===== config.mk =====
export PLATFORM = sky130hd
export DESIGN_NAME = seq_pattern_detector_flat
export DESIGN_NICKNAME = d
export VERILOG_FILES = /design/src/rtl/seq_pattern_detector_if.sv /design/src/rtl/seq_pattern_detector.sv /design/src/flat_wrapper.sv
export SDC_FILE = /design/constraint.sdc
export NUM_CORES = 1
export LEC_CHECK = 0
export ABC_AREA = 1
export CORE_MARGIN = 2
export CORE_UTILIZATION = 52
export CTS_CLUSTER_SIZE = 25
export DETAILED_ROUTE_END_ITERATION = 8
export PLACE_DENSITY = 0.77
export SETUP_SLACK_MARGIN = 0.1
export SLEW_MARGIN = 20
export SYNTH_ARGS = -nofsm -noshare
export SYNTH_HDL_FRONTEND = slang
export SYNTH_SLANG_ARGS = --single-unit

===== constraint.sdc =====
create_clock -name clk -period 2.2 [get_ports clk]
set_input_delay 0.55 -clock clk [delete_from_list [all_inputs] [get_ports clk]]
set_output_delay 0.55 -clock clk [all_outputs]
set_load 0.005 [all_outputs]

===== src/rtl/seq_pattern_detector_if.sv =====
// Serial bit-stream interface for seq_pattern_detector.
//   in_valid : in_bit carries a data bit this cycle
//   in_bit   : serial data bit
// master drives the stream; slave (the detector) consumes it.
interface seq_pattern_detector_if;
  logic in_valid;
  logic in_bit;

  modport master (output in_valid, output in_bit);
  modport slave  (input  in_valid, input  in_bit);
endinterface


===== src/rtl/seq_pattern_detector.sv =====
// Serial bit-stream pattern detector with programmable pattern/length,
// overlap / non-overlap modes, registered match pulse and saturating counter.
// Ports:
//   clk, rst_n   : clock (rising edge), asynchronous active-low reset
//   en           : enable; raising it arms the detector and latches the config
//   cfg_pattern  : pattern, bit [len-1] is the first bit received
//   cfg_len      : pattern length, clamped to 1..MAX_LEN when latched
//   cfg_overlap  : 1 = overlapping matches, 0 = restart after each match
//   cnt_clr      : synchronous clear of match_cnt
//   stream       : serial input (in_valid, in_bit)
//   match        : one-cycle pulse, pattern completed by the last accepted bit
//   match_cnt    : saturating count of match pulses
//   busy         : detector is armed (state != IDLE)
module seq_pattern_detector #(
  parameter int MAX_LEN = 8,
  parameter int CNT_W   = 8,
  localparam int LEN_W  = $clog2(MAX_LEN + 1)
) (
  input  logic                   clk,
  input  logic                   rst_n,
  input  logic                   en,
  input  logic [MAX_LEN-1:0]     cfg_pattern,
  input  logic [LEN_W-1:0]       cfg_len,
  input  logic                   cfg_overlap,
  input  logic                   cnt_clr,
  seq_pattern_detector_if.slave  stream,
  output logic                   match,
  output logic [CNT_W-1:0]       match_cnt,
  output logic                   busy
);

  typedef enum logic [1:0] {
    IDLE = 2'd0,
    FILL = 2'd1,
    HUNT = 2'd2
  } state_t;

  state_t               state, state_n;
  logic [MAX_LEN-1:0]   pat_q, pat_n;
  logic [LEN_W-1:0]     len_q, len_n;
  logic                 ovl_q, ovl_n;
  // Only the MAX_LEN-1 most recent bits need storing: together with the
  // incoming bit they form the full MAX_LEN compare window.
  logic [MAX_LEN-2:0]   hist, hist_n;
  logic [LEN_W-1:0]     fill, fill_n, fill_inc;
  logic [MAX_LEN-1:0]   window;
  logic                 accept;
  logic                 cmp;
  logic                 hit;
  logic                 match_p1;
  logic [CNT_W-1:0]     cnt_p1;

  function automatic logic [LEN_W-1:0] clamp_len(input logic [LEN_W-1:0] l);
    if (l == '0) return LEN_W'(1);
    if (l > LEN_W'(MAX_LEN)) return LEN_W'(MAX_LEN);
    return l;
  endfunction

  // Ones in the low l bits: bits at or above the pattern length are ignored.
  function automatic logic [MAX_LEN-1:0] len_mask(input logic [LEN_W-1:0] l);
    logic [MAX_LEN-1:0] m;
    for (int i = 0; i < MAX_LEN; i++) m[i] = (LEN_W'(i) < l);
    return m;
  endfunction

  function automatic logic [CNT_W-1:0] sat_inc(input logic [CNT_W-1:0] c,
                                               input logic inc);
    if (inc && (c != '1)) return c + 1'b1;
    return c;
  endfunction

  assign window   = {hist, stream.in_bit};
  assign fill_inc = fill + 1'b1;
  assign accept   = stream.in_valid && (state != IDLE);
  assign cmp      = (((window ^ pat_q) & len_mask(len_q)) == '0);

  always_comb begin
    state_n = state;
    pat_n   = pat_q;
    len_n   = len_q;
    ovl_n   = ovl_q;
    hist_n  = hist;
    fill_n  = fill;
    hit     = 1'b0;
    if (!en) begin
      // Dropping en discards any bit offered this cycle.
      state_n = IDLE;
      hist_n  = '0;
      fill_n  = '0;
    end else begin
      unique case (state)
        IDLE: begin
          pat_n   = cfg_pattern;
          len_n   = clamp_len(cfg_len);
          ovl_n   = cfg_overlap;
          fill_n  = '0;
          state_n = FILL;
        end
        FILL: begin
          if (accept) begin
            hist_n = window[MAX_LEN-2:0];
            if (fill_inc >= len_q) begin
              hit = cmp;
              if (hit && !ovl_q) begin
                fill_n = '0;
              end else begin
                fill_n  = fill_inc;
                state_n = HUNT;
              end
            end else begin
              fill_n = fill_inc;
            end
          end
        end
        HUNT: begin
          if (accept) begin
            hist_n = window[MAX_LEN-2:0];
            hit    = cmp;
            // Non-overlap: the next match must be built from len fresh bits.
            if (hit && !ovl_q) begin
              fill_n  = '0;
              state_n = FILL;
            end
          end
        end
        default: state_n = IDLE;
      endcase
    end
  end

  // Stage p1: state, history and registered match / counter
  always_ff @(posedge clk or negedge rst_n) begin
    if (!rst_n) begin
      state    <= IDLE;
      pat_q    <= '0;
      len_q    <= '0;
      ovl_q    <= 1'b0;
      hist     <= '0;
      fill     <= '0;
      match_p1 <= 1'b0;
      cnt_p1   <= '0;
    end else begin
      state    <= state_n;
      pat_q    <= pat_n;
      len_q    <= len_n;
      ovl_q    <= ovl_n;
      hist     <= hist_n;
      fill     <= fill_n;
      match_p1 <= hit;
      // Counter moves on the same edge the match pulse appears; a
      // coincident clear wins first, then the new match is counted.
      cnt_p1   <= cnt_clr ? CNT_W'(hit) : sat_inc(cnt_p1, hit);
    end
  end

  assign match     = match_p1;
  assign match_cnt = cnt_p1;
  assign busy      = (state != IDLE);

endmodule


===== src/flat_wrapper.sv =====
// flat-port wrapper written by rule: the top's interface ports become plain ports
module seq_pattern_detector_flat 
#(
  parameter int MAX_LEN = 8,
  parameter int CNT_W   = 8,
  localparam int LEN_W  = $clog2(MAX_LEN + 1)
)
  (clk, rst_n, en, cfg_pattern, cfg_len, cfg_overlap, cnt_clr, match, match_cnt, busy, stream_in_valid, stream_in_bit);
  seq_pattern_detector_if stream_i ();
  input  logic clk;
  input  logic rst_n;
  input  logic en;
  input  logic [MAX_LEN-1:0] cfg_pattern;
  input  logic [LEN_W-1:0] cfg_len;
  input  logic cfg_overlap;
  input  logic cnt_clr;
  output logic match;
  output logic [CNT_W-1:0] match_cnt;
  output logic busy;
  input wire logic [$bits(stream_i.in_valid)-1:0] stream_in_valid;
  input wire logic [$bits(stream_i.in_bit)-1:0] stream_in_bit;
  assign stream_i.in_valid = stream_in_valid;
  assign stream_i.in_bit = stream_in_bit;
  seq_pattern_detector #(.MAX_LEN(MAX_LEN), .CNT_W(CNT_W)) u_core (.clk(clk), .rst_n(rst_n), .en(en), .cfg_pattern(cfg_pattern), .cfg_len(cfg_len), .cfg_overlap(cfg_overlap), .cnt_clr(cnt_clr), .stream(stream_i), .match(match), .match_cnt(match_cnt), .busy(busy));
endmodule

==> flow_summary.json <==
{
  "fin_ws_ps": 111,
  "grt_usage_pct": 24.2,
  "async_flop_share_pct": 100,
  "synthCells": 256,
  "clk_pin_slew_worst_paths_ps": 80,
  "antenna_found_initial": 0,
  "post-route-period-util_pct": 95.0,
  "cts_hold_buf": 0,
  "synth_cell_types": 26,
  "syn_area_mm2": 0.00202,
  "synth_top_cells_by_area": "dfrtp_1 43%, nand2_1 14%, inv_1 6.9%, nand3_1 6.7%, ha_1 6.2%",
  "yosys-top-cells-count": "74 x nand2_1, 37 x inv_1, 35 x dfrtp_1",
  "fin_crit_ps": 2090,
  "htree_levels": 2,
  "status": "completed",
  "die-area_mm2": 0.00439,
  "synth_flop_cell": "dfrtp_1",
  "io_pins": 29,
  "core_mm2": 0.00369,
  "yosysMostFrequentCell": "nand2_1",
  "dp_slack_ps": 43.9,
  "final_util_pct": 71.1,
  "reg2reg_from": "u_core.fill[0]",
  "area_growth_pct": 30.0,
  "crit_start": "u_core.fill[0]",
  "synth_top_cell_by_area": "dfrtp_1",
  "switching_share_pct": 39.9,
  "clkPwrFrac_pct": 22.3,
  "cts_buffers": 5,
  "arrival_ps": 2330,
  "ys_ff_latch": 35,
  "ant_nets": 0,
  "critPathKind": "reg -> reg",
  "clock_path_buffers": 2,
  "max-cap-violations": 0,
  "holdWs_ps": 501,
  "grt_pass1_wl_um": 8000,
  "hold_path_class": "reg -> reg",
  "yosysWarnings": 0,
  "vias": 1840,
  "antenna_cells": 0,
  "start_kind": "flop",
  "synth.top_cell.area_share_pct": 43.4,
  "insertion_delay_ps": 300,
  "critical_path.max_fanout": 7,
  "routed_via_density": 5.23,
  "drive_gt1_share_pct": 14.5,
  "slew_headroom_pct": 70.4,
  "wl_um": 4610,
  "p_int_mw": 1.64,
  "r2r_cells": 12,
  "drc": 0,
  "power_leakage_nw": 1.32,
  "end_kind": "flop",
  "clockRootBuffer": "clkbuf_8",
  "fmax_ghz": 0.479,
  "initial_core_util_pct": 54.7,
  "clock_sink_count": 35,
  "num_rows": 22,
  "synth_edf_count": 0,
  "dp_hpwl_um": 3140,
  "grt_pass1_vias": 1778,
  "final_hold_viol_count": 0,
  "drv_slew": 0,
  "fin_worst_skew_ps": 8.07,
  "p_switching_mw": 1.09,
  "die_w_um": 66.3,
  "seq_power_share_pct": 32.7,
  "die_h_um": 66.3,
  "cp.required_ps": 2440,
  "worst_pin_slew_ps": 443,
  "min-delay-start": "u_core.pat_q[5]",
  "cts_tree": "yes",
  "synth_nets": 285,
  "holdPathStages": 2,
  "yosysSeqAreaShare_pct": 43.4,
  "pwr-share-comb_pct": 45.0,
  "port-buffer-count": 28,
  "fin_nets": 332,
  "power_density_mw_per_mm2": 1040,
  "wire_per_inst_um": 13.1,
  "finalSetupViolations": 0,
  "ir_drop_mv": 0.690,
  "globalRouteOverflowTotal": 0,
  "grt_max_degree": 36,
  "gp_congestion": 0.766,
  "drt_iter0_drc": 90,
  "rsz0062_at_grt": "true",
  "syn_area_per_cell_um2": 7.88,
  "first_pass_iters": 5
}
## routing by layer
layer  routed length (µm)  track usage, %
met2                 2250            38.9
met4                  163            12.2
met1                 1990            30.2
met5                    0               0
met3                  211            5.79
## repair_timing
action,in CTS,in global routing
endpoints found under the setup margin,8,13
pin swaps,0,3
setup buffers,2,5
resized for setup,0,10
cloned,0,1
## metrics by stage
stage	total power, mW	cell area (µm²)	setup TNS (ps)	cells
4_1_cts	2.60	2520	0	346
6_report	2.73	2620	0	352
3_3_place_gp	1.94	2390	0	336
2_1_floorplan	1.66	2020	0	256
5_1_grt	2.96	2620	-97.8	352
3_5_place_dp	1.96	2390	0	336
## path summary, 6_finish.rpt
kind	to	slack [ps]
worst max-delay path	u_core.match_cnt[6]	110
min in group asynchronous	u_core.ovl_q	670
worst max register to register	u_core.match_cnt[6]	110
worst min-delay path	u_core.pat_q[5]	500
max in group asynchronous	u_core.state[1]	1220
worst min register to register	u_core.pat_q[5]	500
## cells by family (layout without fill, tap and decap cells)
| group | count (synthesis) | count (layout) | synth area share [%] |
|---|---|---|---|
| AND/OR/NAND/NOR | 130 | 131 | 30.5 |
| buffers and inverters | 42 | 89 | 7.82 |
| flip-flops | 35 | 35 | 43.4 |
| AO/OA/AOI/OAI | 32 | 32 | 9.00 |
| adder cells (fa/ha/maj) | 10 | 10 | 6.20 |
| XOR/XNOR | 7 | 7 | 3.04 |
## flip-flops by register name (all words and copies together), names as in the netlist
| name | count |
|---|---|
| u_core.match_cnt | 8 |
| u_core.pat_q | 8 |
| u_core.hist | 7 |
| u_core.fill | 4 |
| u_core.len_q | 4 |
| u_core.state | 2 |
| u_core.match | 1 |
| u_core.ovl_q | 1 |
## cells in the final DEF, fill, tap and decap left out, types with 5 or more instances in the layout
master           count
nand2_1             73
xor2_1               6
nand4_1              5
ha_1                 8
clkdlybuf4s50_1     27
nor2_1               8
nand3_1             26
o21ai_0             14
nand2_2              7
o22ai_1              9
dfrtp_1             35
clkbuf_8             5
inv_1               36
buf_4               11
## area by class of cell
class | count | area, µm²
flip-flops and latches | 35 | 876
multi-input cells | 180 | 1040
clock buffers | 5 | 68.8
repair buffers | 40 | 377
inverters | 41 | 154
fillers | 315 | 1070
well taps | 48 | 60.1
clock inverters | 3 | 47.5
## power groups by stage
stage / clock, mW / sequential [mW] / combinational, mW
global placement: 0 / 0.912 / 1.03
detailed placement: 0 / 0.917 / 1.05
finish: 0.608 / 0.894 / 1.23
floorplan: 0 / 0.888 / 0.772
CTS: 0.618 / 0.896 / 1.09
global route: 0.646 / 0.913 / 1.40
## worst max-delay path, cell delays in order, from the launching register on
cell	delay (ps)
dfrtp_1	390
buf_6	120
ha_4	150
xor2_1	160
ha_1	320
nand4_1	120
nand4_1	140
nand2_2	70
nor2_4	190
nand2_4	120
nand2_8	120
nand2_2	60
nand2_1	60
(Power assumes the default switching activity.)
